<file path="src/rtl/weight_ram_arbiter.sv">
// Single-port weight RAM scheduler. It shares the RAM between a host loader
// that issues single-word writes and the inference engine that issues burst reads.
// Read data returns one cycle after issue with a valid strobe.
// During a burst, grants alternate so the loader never waits more than one cycle.

`timescale 1ns / 1ps

module weight_ram_arbiter #(
  parameter int unsigned DATA_W = 256,
  parameter int unsigned ADDR_W = 4
) (
  input  logic              clk,
  input  logic              reset,
  // loader write port
  input  logic              ld_req,
  input  logic [ADDR_W-1:0] ld_addr,
  input  logic [DATA_W-1:0] ld_data,
  output logic              ld_gnt,
  // burst read port
  input  logic              brst_start,
  input  logic [ADDR_W-1:0] brst_base,
  input  logic [ADDR_W-1:0] brst_len_m1,
  output logic              brst_busy,
  output logic              rd_valid,
  output logic [DATA_W-1:0] rd_data,
  output logic              brst_done,
  // RAM side
  output logic [ADDR_W-1:0] ram_a,
  output logic [DATA_W-1:0] ram_d,
  output logic              ram_we,
  input  logic [DATA_W-1:0] ram_q
);

  localparam logic [ADDR_W-1:0] AddrOne = {{(ADDR_W-1){1'b0}}, 1'b1};

  typedef enum logic {StIdle, StBurst} state_e;

  state_e            state_q, state_d;
  logic [ADDR_W-1:0] base_q, base_d;
  logic [ADDR_W-1:0] len_q, len_d;
  logic [ADDR_W-1:0] beat_q, beat_d;
  // All beats issued; waiting one cycle for the final beat's data.
  logic              drain_q, drain_d;
  // 1 = loader was served last, 0 = burst read was served last.
  logic              last_wr_q, last_wr_d;
  logic              rd_valid_q, rd_valid_d;
  logic              done_q, done_d;

  logic              rd_issue;
  logic              rd_final;

  // State registers with synchronous active-high reset.
  always_ff @(posedge clk) begin
    if (reset) begin
      state_q    <= StIdle;
      base_q     <= '0;
      len_q      <= '0;
      beat_q     <= '0;
      drain_q    <= 1'b0;
      last_wr_q  <= 1'b0;
      rd_valid_q <= 1'b0;
      done_q     <= 1'b0;
    end else begin
      state_q    <= state_d;
      base_q     <= base_d;
      len_q      <= len_d;
      beat_q     <= beat_d;
      drain_q    <= drain_d;
      last_wr_q  <= last_wr_d;
      rd_valid_q <= rd_valid_d;
      done_q     <= done_d;
    end
  end

  // Arbitration, burst sequencing and RAM control.
  always_comb begin
    state_d   = state_q;
    base_d    = base_q;
    len_d     = len_q;
    beat_d    = beat_q;
    drain_d   = drain_q;
    last_wr_d = last_wr_q;
    ld_gnt    = 1'b0;
    ram_we    = 1'b0;
    ram_a     = '0;
    rd_issue  = 1'b0;
    rd_final  = 1'b0;

    unique case (state_q)
      StIdle: begin
        if (ld_req) begin
          ld_gnt    = 1'b1;
          ram_we    = 1'b1;
          ram_a     = ld_addr;
          last_wr_d = 1'b1;
        end
        // A same-cycle write is still performed; the first read issues next cycle.
        if (brst_start) begin
          base_d  = brst_base;
          len_d   = brst_len_m1;
          beat_d  = '0;
          drain_d = 1'b0;
          state_d = StBurst;
        end
      end
      StBurst: begin
        if (drain_q) begin
          // No read to issue, so the loader may use the port.
          if (ld_req) begin
            ld_gnt    = 1'b1;
            ram_we    = 1'b1;
            ram_a     = ld_addr;
            last_wr_d = 1'b1;
          end
          drain_d = 1'b0;
          state_d = StIdle;
        end else if (ld_req && !last_wr_q) begin
          ld_gnt    = 1'b1;
          ram_we    = 1'b1;
          ram_a     = ld_addr;
          last_wr_d = 1'b1;
        end else begin
          rd_issue  = 1'b1;
          ram_a     = base_q + beat_q;  // wraps mod 2^ADDR_W
          beat_d    = beat_q + AddrOne;
          last_wr_d = 1'b0;
          if (beat_q == len_q) begin
            rd_final = 1'b1;
            drain_d  = 1'b1;
          end
        end
      end
      default: state_d = StIdle;
    endcase

    // Keep the RAM quiet while reset is held.
    if (reset) begin
      ld_gnt   = 1'b0;
      ram_we   = 1'b0;
      ram_a    = '0;
      rd_issue = 1'b0;
      rd_final = 1'b0;
    end
  end

  // Read return strobes track the read issued in the previous cycle.
  always_comb begin
    rd_valid_d = rd_issue;
    done_d     = rd_issue && rd_final;
  end

  assign brst_busy = (state_q == StBurst);
  assign rd_valid  = rd_valid_q;
  assign brst_done = done_q;
  assign rd_data   = ram_q;
  assign ram_d     = ld_data;

endmodule

</file>
<file path="config.mk">
export PLATFORM = sky130hd
export DESIGN_NAME = weight_ram_arbiter
export DESIGN_NICKNAME = d
export VERILOG_FILES = /design/src/rtl/weight_ram_arbiter.sv
export SDC_FILE = /design/constraint.sdc
export NUM_CORES = 1
export LEC_CHECK = 0
export ABC_CLOCK_PERIOD_IN_PS = 1430
export CAP_MARGIN = 20
export CELL_PAD_IN_SITES_DETAIL_PLACEMENT = 1
export CELL_PAD_IN_SITES_GLOBAL_PLACEMENT = 1
export CORE_AREA = 2 2 412 414
export DETAILED_ROUTE_END_ITERATION = 12
export DIE_AREA = 0 0 414 416
export DONT_BUFFER_PORTS = 1
export GPL_TIMING_DRIVEN = 0
export HOLD_SLACK_MARGIN = 0.02
export PLACE_DENSITY = 0.3
export SLEW_MARGIN = 10
export SYNTH_ARGS = -nofsm -noshare
export SYNTH_HDL_FRONTEND = slang
export SYNTH_SLANG_ARGS = --single-unit
</file>
<file path="constraint.sdc">
create_clock -name clk -period 1.43 [get_ports clk]
set_input_delay 0.286 -clock clk [delete_from_list [all_inputs] [get_ports clk]]
set_output_delay 0.286 -clock clk [all_outputs]
set_load 0.01 [all_outputs]
</file>
==> flow_metrics.env <==
export IMPL_ys_warn_count=0
export IMPL_synth_flop_cell="dfxtp_1"
export IMPL_layout_commonest_cell="buf_4"
export IMPL_avgViaCountPerCell=1.36
export IMPL_syn_area_mm2=0.00474
export IMPL_ys_async_sr_fraction_pct=0
export IMPL_hpwl_um=55400
export IMPL_grt_pass1_vias=3490
export IMPL_relSlewSlack_pct=49.6
export IMPL_nFillCells=20200
export IMPL_cts_made_buffers=3
export IMPL_final_cell_mix="buf_4 (516), nand2_1 (18), a21oi_1 (11), dfxtp_1 (11)"
export IMPL_grt_antenna_before_repair=82
export IMPL_layout_drive_gt1_share_pct=89.7
export IMPL_synth_seq_area_share_pct=7.18
export IMPL_hold_path_class="in -> reg"
export IMPL_crit_arrival_ns=1.59
export IMPL_boundaryPins=1049
export IMPL_place_congestion=1.04
export IMPL_tritoncts="yes"
export IMPL_power_leakage_nw=2.94
export IMPL_grt_util_met1_pct=6.43
export IMPL_use_met3_pct=4.42
export IMPL_syn_to_final_growth_pct=64.7
export IMPL_holdWs_ns=0.104
export IMPL_status="complete, but fails checks"
export IMPL_track_usage_pct=6.08
export IMPL_cp_start_kind="register"
export IMPL_nNetsFinal=1154
export IMPL_worstSetupPathType="reg -> out"
export IMPL_tns_ns=-1.81
export IMPL_drt_pass1_iterations=4
export IMPL_avgSynthCellArea_um2=7.76
export IMPL_ir_worst_vdd_mv=0.284
export IMPL_syn_inst=611
export IMPL_setup_viol=6
export IMPL_max_freq_ghz=0.534
export IMPL_die_width_um=414
export IMPL_clk_path_buf_depth=2
export IMPL_post_route_worst_setup_slack_ns=-0.441
export IMPL_cts_num_sinks=17
export IMPL_layout_min_cycle_time_ns=1.87
export IMPL_core_mm2=0.168
export IMPL_initial_core_util_pct=2.82
export IMPL_cts_root_buffer="clkbuf_16"
export IMPL_cp_top_family="compound AO/OA/AOI/OAI gates"
export IMPL_drt_iter0_drc=190
export IMPL_slew_violations=0
export IMPL_failed_checks="negative setup slack"
export IMPL_tightest_slew_ns=0.757
export IMPL_crit_required_ns=1.14
export IMPL_wl_um=57200
export IMPL_rrSetupSlack_ns=0.06
export IMPL_htreeDepth=1
export IMPL_end_kind="output port"
export IMPL_finalPower_w=0.00326
export IMPL_wl_per_cell_um=20.0
export IMPL_drv_cap=0
export IMPL_path_clk_slew_ns=0.05
export IMPL_grt_max_degree=11
export IMPL_critPathMaxFanout=3
export IMPL_synth_nets=1144
export IMPL_drc_errors=0
export IMPL_skew_ns=0.00195
export IMPL_max_stage_delay_ns=0.36
export IMPL_clock_latency_ns=0.25
export IMPL_grt_pass1_wl_um=63100
export IMPL_io_buffers=0
export IMPL_slowest_stage="dfxtp_4"
export IMPL_critical_path_buf_inv_count=0
export IMPL_synth_seq_cells=17
export IMPL_post_route_period_util_pct=131
export IMPL_synth_cell_types=32
export IMPL_num_rows=151
export IMPL_via_count=3870
export IMPL_worstPathCellList="ha_4, a21o_1, a21oi_2, xnor2_2, a211oi_2"
export IMPL_hold_viol=0
export IMPL_synth_edf_count=0
export IMPL_use_met2_pct=9.92
export IMPL_gr_max_usage_layer="met2"
export IMPL_drtAntennaViolNets=0
export IMPL_power_density_mw_per_mm2=418
export IMPL_rsz0062_at_grt="true"
export IMPL_dieHeight_um=416
export IMPL_die_area_mm2=0.172
export IMPL_overflow=0
[state kept, by name, summed over array words and instances, names as in the netlist]
signal     count
rd_valid       1
drain_q        1
len_q          4
last_wr_q      1
base_q         4
brst_done      1
beat_q         4
brst_busy      1
[cell type report]
cell class | count | area, um2 | area share, %
Buffer | 517 | 3870 | 49.6
Tap cell | 2218 | 2780 | 35.5
Multi-Input combinational cell | 75 | 632 | 8.09
Sequential cell | 17 | 358 | 4.58
Clock buffer | 4 | 78.8 | 1.01
Timing Repair Buffer | 6 | 52.6 | 0.673
Antenna cell | 15 | 37.5 | 0.481
Inverter | 1 | 3.75 | 0.0481
[per-layer routing]
metal / part of all wire, % / wire length, um / vias to the layer above
met4: 2.4 / 1400 / 78
met2: 47 / 26700 / 496
met5: 0.86 / 489 / -
met3: 16 / 9010 / 160
li1: - / - / 1400
met1: 34 / 19600 / 1736
[cells in the mapped netlist, types with 3 or more instances]
master | n | area (um2)
a21oi_1 | 11 | 55.1
a22oi_1 | 4 | 30.0
buf_4 | 513 | 3850
dfxtp_1 | 17 | 340
ha_1 | 4 | 50.1
nand2_1 | 18 | 67.6
nor2_1 | 6 | 22.5
nor3_2 | 3 | 30.0
xnor2_1 | 4 | 35.0
xor2_1 | 5 | 43.8
[metrics by stage]
step           area [um2]  setup slack (ns)  instances  utilization [%]
2_1_floorplan        4770           -0.0943        611                -
3_3_place_gp         7540            -0.853       2829             4.48
3_5_place_dp         7540            -0.858       2829             4.48
4_1_cts              7750            -0.484       2837             4.61
5_1_grt              7780            -0.477       2841             4.63
6_report             7810            -0.441       2853             4.64
[cells by family after synthesis]
logic type | Yosys count | synth area share, %
multiplexers | 1 | 0.317
XOR/XNOR | 9 | 1.66
AND/OR/NAND/NOR | 40 | 4.83
flip-flops | 17 | 7.18
adder cells (fa/ha/maj) | 5 | 1.48
buffers and inverters | 519 | 81.9
AO/OA/AOI/OAI | 20 | 2.61
[worst paths after layout]
check	from	endpoint	cells past startpoint
worst max-delay path	beat_q[1]	ram_a[3]	5
worst min-delay path	reset	rd_valid	1
worst max register to register	brst_busy	beat_q[2]	6
worst min register to register	len_q[1]	len_q[1]	2
[worst register-to-register path, delay by kind of cell (launching register included)]
kind,cells,cell delay [ns]
simple gates,3,0.35
xor+xnor,1,0.15
buf+inv,2,0.25
flops,1,0.47
[power by group]
part	leakage, nW	total [W]	switching, W	internal [W]
clock network	0.0382	0.000572	0.000193	0.000379
logic	2.75	0.00216	0.00114	0.00102
registers	0.143	0.000538	0.0000393	0.000499
total	2.94	0.00326	0.00137	0.00189
[repair_timing]
item	in CTS	in global routing
buffers inserted	6	1
pin swaps	11	6
resized for setup	23	4
hold buffers	0	0
endpoints found under the setup margin	24	8
No activity file was read; power rests on OpenSTA's default activity.
